--- src/rtl/sr_cmd_conditioner.sv ---
// sr_cmd_conditioner: turns raw asynchronous set/reset request levels into
// clean, conflict-free one-cycle s/r pulses for a downstream SR flop.
// Each input is synchronised, debounced, then edge-detected. The decoder
// guarantees s and r are never high together; reset has priority over set.
// Optional build macro SR_COND_CONFLICT_CNT_EN adds cnt_clr / conflict_cnt,
// a saturating count of suppressed set edges.
module sr_cmd_conditioner #(
    parameter int unsigned SYNC_STAGES = 2,
    parameter int unsigned DB_CYCLES   = 4
) (
    input  logic clk,
    input  logic reset_n,
    input  logic set_raw,
    input  logic rst_raw,
    output logic s,
    output logic r,
    output logic conflict,
    output logic q_mirror
`ifdef SR_COND_CONFLICT_CNT_EN
    ,
    input  logic       cnt_clr,
    output logic [7:0] conflict_cnt
`endif
);

    localparam int unsigned CNT_W   = $clog2(DB_CYCLES + 1);
    localparam int unsigned NIN     = 2;
    localparam int unsigned IDX_SET = 0;
    localparam int unsigned IDX_RST = 1;
    localparam logic [CNT_W-1:0] CNT_LAST = CNT_W'(DB_CYCLES - 1);

    logic [NIN-1:0] raw_c;
    logic [NIN-1:0] lvl_p1_c;
    logic [NIN-1:0] lvl_p2_c;

    assign raw_c = {rst_raw, set_raw};

    // Per-input synchroniser, debounce filter and two-deep level history
    genvar g;
    for (g = 0; g < NIN; g++) begin : g_in
        logic [SYNC_STAGES-1:0] sync_q, sync_d;
        logic [CNT_W-1:0]       cnt_q, cnt_d;
        logic                   lvl_q, lvl_d;
        logic                   lvl_p1_q, lvl_p2_q;
        logic                   y_c;

        assign y_c = sync_q[SYNC_STAGES-1];

        // Shift in the raw level; accept a new synced level only after it held DB_CYCLES
        always_comb begin
            sync_d = {sync_q[SYNC_STAGES-2:0], raw_c[g]};
            lvl_d  = lvl_q;
            cnt_d  = '0;
            if (y_c != lvl_q) begin
                if (cnt_q == CNT_LAST) begin
                    lvl_d = y_c;
                end else begin
                    cnt_d = cnt_q + CNT_W'(1);
                end
            end
        end

        // Input-path state registers
        always_ff @(posedge clk or negedge reset_n) begin
            if (!reset_n) begin
                sync_q   <= '0;
                cnt_q    <= '0;
                lvl_q    <= 1'b0;
                lvl_p1_q <= 1'b0;
                lvl_p2_q <= 1'b0;
            end else begin
                sync_q   <= sync_d;
                cnt_q    <= cnt_d;
                lvl_q    <= lvl_d;
                lvl_p1_q <= lvl_q;
                lvl_p2_q <= lvl_p1_q;
            end
        end

        assign lvl_p1_c[g] = lvl_p1_q;
        assign lvl_p2_c[g] = lvl_p2_q;
    end

    logic e_set_c, e_rst_c, lvl_rst_c;
    logic s_q, s_d, r_q, r_d, conflict_q, conflict_d, q_mirror_q, q_mirror_d;

    assign e_set_c   = lvl_p1_c[IDX_SET] & ~lvl_p2_c[IDX_SET];
    assign e_rst_c   = lvl_p1_c[IDX_RST] & ~lvl_p2_c[IDX_RST];
    assign lvl_rst_c = lvl_p1_c[IDX_RST];

    // Pulse decode: reset edge wins, a held reset level blocks set edges
    always_comb begin
        s_d        = 1'b0;
        r_d        = 1'b0;
        conflict_d = 1'b0;
        q_mirror_d = q_mirror_q;
        if (e_rst_c) begin
            r_d        = 1'b1;
            conflict_d = e_set_c;
        end else if (e_set_c) begin
            if (lvl_rst_c) begin
                conflict_d = 1'b1;
            end else begin
                s_d = 1'b1;
            end
        end
        if (s_d) begin
            q_mirror_d = 1'b1;
        end else if (r_d) begin
            q_mirror_d = 1'b0;
        end
    end

    // Output registers
    always_ff @(posedge clk or negedge reset_n) begin
        if (!reset_n) begin
            s_q        <= 1'b0;
            r_q        <= 1'b0;
            conflict_q <= 1'b0;
            q_mirror_q <= 1'b0;
        end else begin
            s_q        <= s_d;
            r_q        <= r_d;
            conflict_q <= conflict_d;
            q_mirror_q <= q_mirror_d;
        end
    end

    assign s        = s_q;
    assign r        = r_q;
    assign conflict = conflict_q;
    assign q_mirror = q_mirror_q;

`ifdef SR_COND_CONFLICT_CNT_EN
    localparam int unsigned CCNT_W = 8;
    localparam logic [CCNT_W-1:0] CCNT_MAX = '1;

    logic [CCNT_W-1:0] ccnt_q, ccnt_d;

    // Saturating conflict counter; clear has priority over an increment
    always_comb begin
        ccnt_d = ccnt_q;
        if (cnt_clr) begin
            ccnt_d = '0;
        end else if (conflict_q && (ccnt_q != CCNT_MAX)) begin
            ccnt_d = ccnt_q + CCNT_W'(1);
        end
    end

    // Conflict counter register
    always_ff @(posedge clk or negedge reset_n) begin
        if (!reset_n) begin
            ccnt_q <= '0;
        end else begin
            ccnt_q <= ccnt_d;
        end
    end

    assign conflict_cnt = ccnt_q;
`endif

endmodule

--- config.mk ---
export PLATFORM = sky130hd
export DESIGN_NAME = sr_cmd_conditioner
export DESIGN_NICKNAME = d
export VERILOG_FILES = /design/src/rtl/sr_cmd_conditioner.sv
export SDC_FILE = /design/constraint.sdc
export NUM_CORES = 1
export LEC_CHECK = 0
export ABC_AREA = 1
export CAP_MARGIN = 15
export CORE_MARGIN = 1.5
export CORE_UTILIZATION = 35
export CTS_CLUSTER_DIAMETER = 50
export DETAILED_ROUTE_END_ITERATION = 10
export PLACE_DENSITY = 0.54
export SETUP_SLACK_MARGIN = 0.5
export SLEW_MARGIN = 20
export SYNTH_ARGS = -nofsm -noshare
export SYNTH_HDL_FRONTEND = slang
export SYNTH_SLANG_ARGS = --single-unit
--- constraint.sdc ---
create_clock -name clk -period 1 [get_ports clk]
set_input_delay 0.1 -clock clk [delete_from_list [all_inputs] [get_ports clk]]
set_output_delay 0.1 -clock clk [all_outputs]
set_load 0.1 [all_outputs]
==> key figures <==
Route
  • Final WL: 1053 um
  • DRT iter0 DRCs: 1
  • DR DRC count: 0
  • Via-to-Cell Ratio: 4.194
  • Total number of vias: 453
  • Mean routed wirelength per cell: 9.750 um
  • Post-route ant nets: 0
  • DR pass1 iterations: 2

Worst setup path
  • Critical path startpoint category: flop
  • Crit Path Max Fanout: 2
  • Worst-path cell chain: buf_12
  • Kind of critical path: reg -> out
  • Slowest cell delay on critical path: 0.50 ns
  • CP top delay family: flip-flops
  • CP max-delay cell: dfrtp_4
  • Worst Path Buf+Inv: 1
  • Crit end category: output port
  • CP Data Arrival Time: 0.98 ns
  • R2R Setup Slk: 0.09 ns
  • Required @ worst endpoint: 0.90 ns

Power
  • VDD IR max: 1677 uV
  • Leakage power total: 0.4826 nW
  • P per Cell Area: 3203 mW/mm2
  • Total power: 3.318 mW

Clock tree
  • Clock Tree Buf Depth: 2
  • Clock latency on the worst-skew pair: 0.30 ns
  • Max H-tree Level: 1
  • # hold bufs at CTS: 0
  • Num CTS Buffers: 3
  • CTS tree: built
  • CTS root buffer: clkbuf_4
  • # clock sinks: 20
  • CTS clk-pin slew, worst paths: 0.11 ns

Outcome
  • Failing checks: setup timing
  • Status: complete, but fails checks

Floorplan
  • Die area: 0.002314 mm2
  • # rows: 16
  • Initial core utilization: 0.3666
  • Die width: 48.10 um
  • Die Ht: 48.10 um
  • Top Ports: 8
  • Core box area: 0.001942 mm2

Cells and area
  • P&R area growth vs syn: 45.52%
  • Commonest non-fill, non-tap cell in the layout: dfrtp_1
  • Diode count: 0
  • Fin cells: 108
  • Nets: 88
  • Commonest non-fill, non-tap cells in the layout: dfrtp_1 (16), nand2_2 (10), inv_1 (9), nand2_1 (7)
  • Layout cells sized above 1: 0.5062

Run
  • Max Cap Viol: 0

Global route
  • First-pass GRT wire length: 1725 um
  • Met3 usage: 0.02222
  • GRT met1 Usage: 0.1373
  • GRT busiest layer: met2
  • Largest net degree at the start of global routing: 21
  • Met2 Usage GRT: 0.1813
  • GRT Resource Usage Total: 0.1160
  • Grt ovf: 0
  • Vias in the first global route: 438
  • Initial antenna violation count: 0

STA
  • Slew HR: 0.9042
  • # setup viols final: 4
  • Worst slew pin tran: 0.1436 ns
  • Minimum clock period: 1.078 ns
  • Clock Skew: 0.002406 ns
  • Fmax: 927.6 MHz
  • Slew Viols, Final: 0
  • Fin. Hold Viols: 0
  • Period utilization: 1.078
  • RSZ-0062 raised after global routing: true
  • Fin worst setup slack: -0.07804 ns

Synth
  • Top-area cell type share of the netlist area: 0.7030
  • Synth area leader: dfrtp_1
  • Count of cell types in the netlist: 9
  • Syn nets: 73
  • Syn Area/Cell: 10.63 um2
  • Post-Syn Area: 711.9 um2
  • Post-synthesis register bit count: 20
  • Cells after synthesis: 67
  • Syn. warnings: 0
  • Sequential element share of the synthesized area: 0.7030
  • Synth top area cells: dfrtp_1 (70%), inv_1 (7.4%), nand2_1 (7.4%)

Placed design
  • Placed Cells: 102
  • PortBufs: 7
  • DP Wirelength: 749.7 um
  • RePlAce Congestion: 0.7104

Min path
  • HP Class: in -> async
sequential cells by signal, summed over array words and instances (netlist names):
register       cells
conflict           1
r                  1
g_in.lvl_p2_q      2
g_in.lvl_q         2
s                  1
g_in.cnt_q         6
g_in.lvl_p1_q      2
g_in.sync_q        4
q_mirror           1
area by class of cell:
| class | instances | area [um2] |
|---|---|---|
| clock buffers | 3 | 22.52 |
| clock inverters | 1 | 30.03 |
| fillers | 186 | 905.9 |
| inverters | 14 | 52.55 |
| multi-input cells | 33 | 236.5 |
| flip-flops and latches | 20 | 515.5 |
| well taps | 27 | 33.78 |
| repair buffers | 10 | 145.1 |
timing repair:
action                     in CTS  in global routing
gates resized for setup         4                 11
pin swaps                       3                  8
setup endpoints to repair      19                 20
hold endpoints to repair        0                  0
setup buffers                   1                  1
worst paths after layout:
path	startpoint	endpoint	cells after the start
worst min register to register	g_in[0].sync_q[0]	g_in[0].sync_q[1]	0
worst min-delay path	reset_n	r	2
worst max-delay path	q_mirror	q_mirror	1
max in group asynchronous	reset_n	s	2
min in group clk	rst_raw	g_in[1].sync_q[0]	1
worst max register to register	g_in[0].cnt_q[0]	g_in[0].cnt_q[0]	4
cell families (layout without fill, tap and decap cells):
family / count (synthesis) / after routing / share of synthesized area
flops: 20 / 20 / 0.7030
fa+ha+maj: 2 / 2 / 0.03514
buf+inv: 14 / 28 / 0.07381
simple gates: 30 / 30 / 0.1810
compound gates: 1 / 1 / 0.007023
through the flow:
step	cell area [um2]	utilization	worst slack, ns	TNS [ns]	hold WS (ns)
floorplan	764.5	-	0.1165	0	-0.1956
global placement	928.4	0.4781	0.1679	0	0.3343
detailed placement	928.4	0.4781	0.1069	0	0.3381
CTS	998.5	0.5142	-0.09136	-0.3313	0.1320
global route	1036	0.5335	-0.1084	-0.4125	0.1345
finish	1036	0.5335	-0.07804	-0.2843	0.1364
synth_stat cells (all sizes together):
cell type and instances:
inv 14, nand3 2, nor2 8, ha 2, dfrtp 20, o21ai 1
nand2 19, nor3 1
where the power goes:
group          internal [mW]  switching, mW
Combinational          0.547          0.818
Clock                  0.405          0.247
Sequential              1.09          0.208
Total                   2.04           1.27
per-layer routing:
metal  vias to the layer above  share of wire
li1                        222              -
met1                       217           0.40
met2                        10           0.54
met3                         4          0.035
met4                         0          0.024
met5                         -              0
No activity file was read; power rests on OpenSTA's default activity.
